## src/rtl/iter_mult64_if.sv

```systemverilog
// Request/response bundle for iter_mult64: requester drives start and operands,
// the multiplier returns product, overflow, done and busy.
interface iter_mult64_if;
   logic        start;
   logic [63:0] mcand;
   logic [63:0] mplier;
   logic [63:0] product;
   logic        overflow;
   logic        done;
   logic        busy;

   modport master (
      output start, mcand, mplier,
      input  product, overflow, done, busy
   );

   modport slave (
      input  start, mcand, mplier,
      output product, overflow, done, busy
   );
endinterface

```

## src/rtl/iter_mult64.sv

```systemverilog
// Iterative unsigned 64x64 multiplier, BITS_PER_STEP multiplier bits per clock.
// Define ITER_MULT_EARLY_TERM_EN to finish once the remaining multiplier bits are zero.
module iter_mult64 #(
   parameter int unsigned BITS_PER_STEP = 8
) (
   input logic          clock,
   input logic          reset,
   iter_mult64_if.slave bus
);
   localparam int unsigned STEPS = 64 / BITS_PER_STEP;
   localparam int unsigned KW    = (STEPS > 1) ? $clog2(STEPS) : 1;
   localparam logic [6:0]  B7    = 7'(BITS_PER_STEP);

   typedef enum logic [1:0] {StIdle, StRun, StFin} state_e;

   state_e                   state_q, state_d;
   logic [63:0]              mcand_q, mcand_d;
   logic [63:0]              mplier_q, mplier_d;
   logic [127:0]             acc_q, acc_d;
   logic [KW-1:0]            k_q, k_d;
   logic [63:0]              product_q, product_d;
   logic                     overflow_q, overflow_d;
   logic                     done_q, done_d;
   logic                     busy_q, busy_d;

   logic [6:0]               shift;
   logic [63:0]              hi;
   logic [BITS_PER_STEP-1:0] chunk;
   logic [63+BITS_PER_STEP:0] pp;
   logic [127:0]             term;
   logic [127:0]             acc_next;
   logic                     last;

   // Partial product for chunk k, aligned to its weight in the 128-bit result.
   always_comb begin
      shift    = 7'(k_q) * B7;
      hi       = mplier_q >> shift;
      chunk    = hi[BITS_PER_STEP-1:0];
      pp       = {{BITS_PER_STEP{1'b0}}, mcand_q} * {64'd0, chunk};
      term     = 128'(pp) << shift;
      acc_next = acc_q + term;
`ifdef ITER_MULT_EARLY_TERM_EN
      last     = (k_q == KW'(STEPS - 1)) || ((hi >> BITS_PER_STEP) == 64'd0);
`else
      last     = (k_q == KW'(STEPS - 1));
`endif
   end

   always_comb begin
      state_d    = state_q;
      mcand_d    = mcand_q;
      mplier_d   = mplier_q;
      acc_d      = acc_q;
      k_d        = k_q;
      product_d  = product_q;
      overflow_d = overflow_q;
      done_d     = done_q;
      busy_d     = busy_q;
      unique case (state_q)
         StIdle, StFin: begin
            if (bus.start) begin
               mcand_d  = bus.mcand;
               mplier_d = bus.mplier;
               acc_d    = '0;
               k_d      = '0;
               busy_d   = 1'b1;
               done_d   = 1'b0;
               state_d  = StRun;
            end
         end
         StRun: begin
            acc_d = acc_next;
            if (last) begin
               product_d  = acc_next[63:0];
               overflow_d = |acc_next[127:64];
               done_d     = 1'b1;
               busy_d     = 1'b0;
               state_d    = StFin;
            end else begin
               k_d = k_q + KW'(1);
            end
         end
         default: state_d = StIdle;
      endcase
   end

   always_ff @(posedge clock) begin
      if (reset) begin
         state_q    <= StIdle;
         mcand_q    <= '0;
         mplier_q   <= '0;
         acc_q      <= '0;
         k_q        <= '0;
         product_q  <= '0;
         overflow_q <= 1'b0;
         done_q     <= 1'b0;
         busy_q     <= 1'b0;
      end else begin
         state_q    <= state_d;
         mcand_q    <= mcand_d;
         mplier_q   <= mplier_d;
         acc_q      <= acc_d;
         k_q        <= k_d;
         product_q  <= product_d;
         overflow_q <= overflow_d;
         done_q     <= done_d;
         busy_q     <= busy_d;
      end
   end

   assign bus.product  = product_q;
   assign bus.overflow = overflow_q;
   assign bus.done     = done_q;
   assign bus.busy     = busy_q;
endmodule

```

## src/flat_wrapper.sv

```systemverilog
// flat-port wrapper written by rule: the top's interface ports become plain ports
module iter_mult64_flat 
#(
   parameter int unsigned BITS_PER_STEP = 8
)
  (clock, reset, bus_start, bus_mcand, bus_mplier, bus_product, bus_overflow, bus_done, bus_busy);
  iter_mult64_if bus_i ();
  input logic clock;
  input logic reset;
  input wire logic [$bits(bus_i.start)-1:0] bus_start;
  input wire logic [$bits(bus_i.mcand)-1:0] bus_mcand;
  input wire logic [$bits(bus_i.mplier)-1:0] bus_mplier;
  output wire logic [$bits(bus_i.product)-1:0] bus_product;
  output wire logic [$bits(bus_i.overflow)-1:0] bus_overflow;
  output wire logic [$bits(bus_i.done)-1:0] bus_done;
  output wire logic [$bits(bus_i.busy)-1:0] bus_busy;
  assign bus_i.start = bus_start;
  assign bus_i.mcand = bus_mcand;
  assign bus_i.mplier = bus_mplier;
  assign bus_product = bus_i.product;
  assign bus_overflow = bus_i.overflow;
  assign bus_done = bus_i.done;
  assign bus_busy = bus_i.busy;
  iter_mult64 #(.BITS_PER_STEP(BITS_PER_STEP)) u_core (.clock(clock), .reset(reset), .bus(bus_i));
endmodule
```

## config.mk

```make
export PLATFORM = sky130hd
export DESIGN_NAME = iter_mult64_flat
export DESIGN_NICKNAME = d
export VERILOG_FILES = /design/src/rtl/iter_mult64_if.sv /design/src/rtl/iter_mult64.sv /design/src/flat_wrapper.sv
export SDC_FILE = /design/constraint.sdc
export NUM_CORES = 2
export LEC_CHECK = 0
export ABC_AREA = 1
export CAP_MARGIN = 10
export CORE_MARGIN = 2
export CORE_UTILIZATION = 40
export CTS_BUF_LIST = sky130_fd_sc_hd__clkbuf_4 sky130_fd_sc_hd__clkbuf_8
export DETAILED_ROUTE_END_ITERATION = 7
export HOLD_SLACK_MARGIN = 0.05
export MAX_ROUTING_LAYER = met4
export PLACE_DENSITY = 0.66
export SYNTH_ARGS = -nofsm -noshare
export SYNTH_HDL_FRONTEND = slang
export SYNTH_SLANG_ARGS = --single-unit
```

## constraint.sdc

```tcl
create_clock -name clock -period 21 [get_ports clock]
set_clock_uncertainty 0.1 [all_clocks]
set_input_delay 5.25 -clock clock [delete_from_list [all_inputs] [get_ports clock]]
set_output_delay 5.25 -clock clock [all_outputs]
set_load 0.005 [all_outputs]
```

## Yosys cells after proc, flatten, opt, wreduce, memory -nomap -nowiden

Index checks and enable logic that the tools add are counted.

| word-level totals | value |
|---|---|
| flip-flop bits (word level) | 328 |
| input port bits | 131 |
| output and inout bits | 67 |
| word-level logic and storage cells | 44 |

| cells by class | value |
|---|---|
| $add $sub $neg | 2 |
| multipliers | 1 |
| equal/unequal tests | 6 |
| shift-type cells | 2 |
| muxes and demuxes | 14 |
| reductions and logical operators | 10 |

Operators by type and width:

| cell | number |
|---|---|
| $pmux 128 s2 | 1 |
| $add 128x128->128 | 1 |
| $mux 128 | 1 |
| $shl 72x6->128 | 1 |
| $mul 64x8->72 | 1 |
| $reduce_or 64->1 | 1 |
| $shr 64x6->8 | 1 |
| $reduce_and 2->1 | 4 |
| $mux 3 | 2 |
| $pmux 3 s2 | 1 |
| $reduce_and 3->1 | 2 |
| $mux 1 | 4 |
| $mux 2 | 2 |
| $ne 2x2->1 const B | 2 |
| $pmux 1 s2 | 2 |
| $pmux 2 s2 | 1 |
| $add 3x1->3 const B | 1 |
| $eq 3x3->1 const B | 1 |
| $eq 2x1->1 const B | 1 |
| $eq 2x2->1 const B | 1 |
| $logic_not 2->1 | 1 |
| $ne 2x1->1 const B | 1 |
| $reduce_bool 2->1 | 1 |
| $reduce_or 2->1 | 1 |

## Logic depth before layout (Yosys ltp)

| logic depth | value |
|---|---|
| depth after elaboration | 5 |
| depth in mapped cells | 60 |
| depth with buffers taken out | 57 |

## Least setup slack after synthesis

No wires, ideal clock.

| timing path | value |
|---|---|
| path kind | reg2reg |
| from | reg u_core.k_q[0] |
| to | reg u_core.overflow_q, in the netlist u_core.bus.overflow |
| library setup time | 109 ps |
| arrival time | 7420 ps |
| data required time | 20791 ps |
| path slack | 13371 ps |
| cell stages (with the launch flop) | 51 |
| path buffers | 3 |
| clock period less this slack | 7629 ps |
| cells stage by stage | dfxtp_1 inv_1 clkbuf_1 clkbuf_1 o21ai_0 o221ai_1 nand2_1 clkbuf_1 nor2_1 fa_1 fa_1 fa_1 inv_1 fa_1 inv_1 ha_1 a21oi_2 o21ai_1 [... 15 more ...] nor2_2 nand2_1 nor2_1 nand2_1 nand3_2 nand2_2 nand2_2 nand2_1 nand2_1 nand2_1 nand2_1 nand2_1 nor2_1 nand2_1 nor2_1 nand4_1 nand2_1 inv_1 |

| between the ends | value |
|---|---|
| longest elaborated chain between the ends | 5 |
| elaborated cells between the ends (all ways) | 7 |
| classes of those cells | add/sub (1); mul (1); eq/ne (1); shift (2); reduce/logical (2) |

Ends and longest elaborated chain:

| element | line | source |
|---|---|---|
| start, declared | iter_mult64.sv:20 | `logic [KW-1:0] k_q, k_d;` |
| start signal, assigned | iter_mult64.sv:103 | `k_q <= k_d;` |
| $shr 64x6->8 | iter_mult64.sv:37 | `hi = mplier_q >> shift;` |
| $mul 64x8->72 | iter_mult64.sv:39 | `pp = {{BITS_PER_STEP{1'b0}}, mcand_q} * {64'd0, chunk};` |
| $shl 72x6->128 | iter_mult64.sv:40 | `term = 128'(pp) << shift;` |
| $add 128x128->128 | iter_mult64.sv:41 | `acc_next = acc_q + term;` |
| $reduce_or 64->1 | iter_mult64.sv:75 | `overflow_d = \|acc_next[127:64];` |
| end signal, assigned | iter_mult64.sv:105 | `overflow_q <= overflow_d;` |
| end, declared | iter_mult64.sv:22 | `logic overflow_q, overflow_d;` |

Several ways; a longest one is shown, not always the timed one.
A chain may end at the register's enable or synchronous reset.

## Final worst setup path

| timing path | value |
|---|---|
| from | reg u_core.k_q[1] |
| to | reg u_core.overflow_q, in the netlist u_core.bus.overflow |

Same word-level chain as after synthesis.

==> impl_metrics.json <==
{
  "holdPathStages": 2,
  "relSlewSlack": 0.337,
  "worstReg2RegEnd": "u_core.bus.overflow$_SDFFE_PP0P_",
  "vdd_drop_max_uv": 52.6,
  "synthToLayoutAreaGrowth_pct": 11.0,
  "synth-main-ff-cell": "dfxtp_1",
  "period_needed_ns": 11.63,
  "hold_slack_ns": 0.368,
  "numClockSinks": 328,
  "worstSetupEndpointType": "flip-flop",
  "max_cap_viol_count": 0,
  "vias": 45800,
  "cts-resized-gates": 0,
  "cts_setup_buffers": 0,
  "first_iter_violations": 4726,
  "antenna_found_initial": 8,
  "placementRows": 120,
  "hold_viol_final": 0,
  "tritoncts": "yes",
  "syn_inst": 6984,
  "clk_pin_slew_worst_paths_ns": 0.06,
  "ff2ff_setup_slack_ns": 9.37,
  "grt-ovfl-total": 0,
  "endpoint": "u_core.bus.overflow$_SDFFE_PP0P_",
  "htreeDepth": 3,
  "postRouteAntennaNets": 0,
  "vias_per_cell": 5.38,
  "syn_area_sq_mm": 0.0433,
  "ctsHoldBuffers": 0,
  "fin_area_sq_mm": 0.0481,
  "die_y_microns": 333,
  "slew_viol_final": 0,
  "final_cell_mix": "1762 x nand2_1, 1134 x nor2_1, 1044 x inv_1, 460 x a21oi_1, 407 x o21ai_0",
  "worstPathRequired_ns": 21.55,
  "cpMaxStageDelayCell": "buf_4",
  "fp.dieArea_sq_mm": 0.111,
  "grt_max_degree": 128,
  "portBuffers": 197,
  "track_usage": 0.352,
  "dp_hpwl_microns": 160000,
  "worstSetupPathType": "reg2reg",
  "post-route-period-util": 0.554,
  "grt_pass1_vias": 43800,
  "clock-root-buffer": "clkbuf_8",
  "yosysWarnings": 0,
  "leakagePower_nw": 23.6,
  "status": "finished clean",
  "wire_per_inst_microns": 22.5,
  "start_kind": "flip-flop",
  "r2r-start": "u_core.k_q[1]$_SDFFE_PP0P_",
  "firstDrtPassIters": 6,
  "synth_edf_count": 0,
  "ios": 198,
  "placed_area_sq_mm": 0.0465,
  "nFillCells": 11700,
  "avgSynthCellArea_sq_um": 6.20,
  "ys_ff_latch": 328,
  "timing.critical_path.mode_cell": "nand2_1",
  "cpPeakStageDelay_ns": 0.66,
  "final_common_cell": "nand2_1",
  "setup_viol": 0,
  "power_mw": 4.20,
  "clk_latency_ns": 0.75,
  "p_per_area_mw_per_mm2": 87.5,
  "layout.cells.non_filler": 8517,
  "yosysSeqAreaShare": 0.152,
  "tightest_slew_ns": 0.994,
  "clock_path_buffers": 3,
  "synth_nets": 7709,
  "numCtsBuffers": 68,
  "dp_cells": 8390,
  "yosysUniqueCellTypes": 58,
  "grt_first_pass_wirelength_microns": 283000,
  "critical_path.max_fanout": 82,
  "wl_microns": 192000,
  "cp-startpoint": "u_core.k_q[1]$_SDFFE_PP0P_",
  "drcViolationCount": 0,
  "tns_ns": 0,
  "worstPathArrival_ns": 12.17,
  "hold_class": "reg2reg",
  "r2r.worst_path.cells": 51,
  "grt_setup_unrepaired": "no",
  "fmax_ghz": 0.0860,
  "start_util": 0.404,
  "async_reset_ff_frac": 0,
  "die_width_microns": 333,
  "gp_congestion": 1.05,
  "core_sq_mm": 0.107,
  "layout-drive-gt1-share": 0.0521,
  "nNetsFinal": 7782
}
[report_power, final]
part	switching, mW	total (mW)	internal, mW
registers	0.0422	0.718	0.675
clock network	0.349	0.841	0.492
logic	1.92	2.65	0.726
[critical path, delay by kind of cell (launching register included)]
family	cells	cell delay (ns)
xor+xnor	1	0.32
compound gates	2	0.44
buf+inv	13	2.51
simple gates	29	4.71
flops	1	0.52
fa+ha+maj	6	2.89
[cells by family (layout without fill, tap and decap cells)]
family	Yosys count	count (layout)	synth area share
multiplexers	3	3	0.000693
AND/OR/NAND/NOR	3502	3502	0.332
AO/OA/AOI/OAI	1108	1108	0.141
flip-flops	328	328	0.152
other	0	8	0
XOR/XNOR	108	108	0.0218
adder cells (fa/ha/maj)	594	594	0.236
buffers and inverters	1341	1463	0.117
[through the flow]
step | worst slack (ns) | utilization
6_report | 9.37 | 0.448
5_1_grt | 8.76 | 0.448
4_1_cts | 9.77 | 0.448
3_5_place_dp | 9.77 | 0.433
3_3_place_gp | 9.62 | 0.433
2_1_floorplan | 13.37 | -
[cell usage after synthesis (90+ instances only)]
| master | number | area share |
|---|---|---|
| clkbuf_1 | 185 | 0.016 |
| nand3_1 | 345 | 0.040 |
| a21oi_1 | 460 | 0.053 |
| xor2_1 | 90 | 0.018 |
| inv_1 | 1051 | 0.091 |
| nor2_1 | 1136 | 0.098 |
| o21bai_1 | 99 | 0.017 |
| dfxtp_1 | 328 | 0.15 |
| fa_1 | 373 | 0.17 |
| o21ai_0 | 407 | 0.047 |
| nand2_1 | 1769 | 0.15 |
| ha_1 | 221 | 0.064 |
[registers in the layout, indices dropped and copies added (netlist names)]
name,cells
u_core.acc_q,128
u_core.bus.product,64
u_core.mcand_q,64
u_core.mplier_q,64
u_core.k_q,3
u_core.state_q,2
u_core.bus.busy,1
u_core.bus.done,1
u_core.bus.overflow,1
[layer usage]
| metal | vias up | wire length (microns) | track usage |
|---|---|---|---|
| met5 | - | 0 | - |
| li1 | 21900 | - | - |
| met3 | 268 | 14300 | 0.0469 |
| met4 | 0 | 7220 | 0.117 |
| met2 | 1890 | 83800 | 0.535 |
| met1 | 21700 | 86500 | 0.482 |
[final cells by class]
class / count / area [sq um] / share of cell area
multi-input cells: 5315 / 31700 / 0.660
flip-flops and latches: 328 / 6580 / 0.137
inverters: 1121 / 4220 / 0.0877
repair buffers: 223 / 2180 / 0.0453
well taps: 1403 / 1760 / 0.0365
clock buffers: 101 / 1290 / 0.0268
clock inverters: 18 / 309 / 0.00643
diodes: 8 / 20.0 / 0.000416
[worst min-delay path by stage]
| stage | start | end | slack, ns |
|---|---|---|---|
| floorplan | u_core.acc_q[2]$_SDFFE_PP0P_ | u_core.acc_q[2]$_SDFFE_PP0P_ | 0.35 |
| global placement | u_core.acc_q[0]$_SDFFE_PP0P_ | u_core.acc_q[0]$_SDFFE_PP0P_ | 0.35 |
| detailed placement | u_core.bus.busy$_SDFFE_PP0P_ | u_core.bus.busy$_SDFFE_PP0P_ | 0.35 |
| CTS | u_core.acc_q[92]$_SDFFE_PP0P_ | u_core.acc_q[92]$_SDFFE_PP0P_ | 0.37 |
| global route | u_core.acc_q[85]$_SDFFE_PP0P_ | u_core.acc_q[85]$_SDFFE_PP0P_ | 0.38 |
| finish | u_core.bus.busy$_SDFFE_PP0P_ | u_core.bus.busy$_SDFFE_PP0P_ | 0.37 |
No activity file was read; power rests on OpenSTA's default activity.
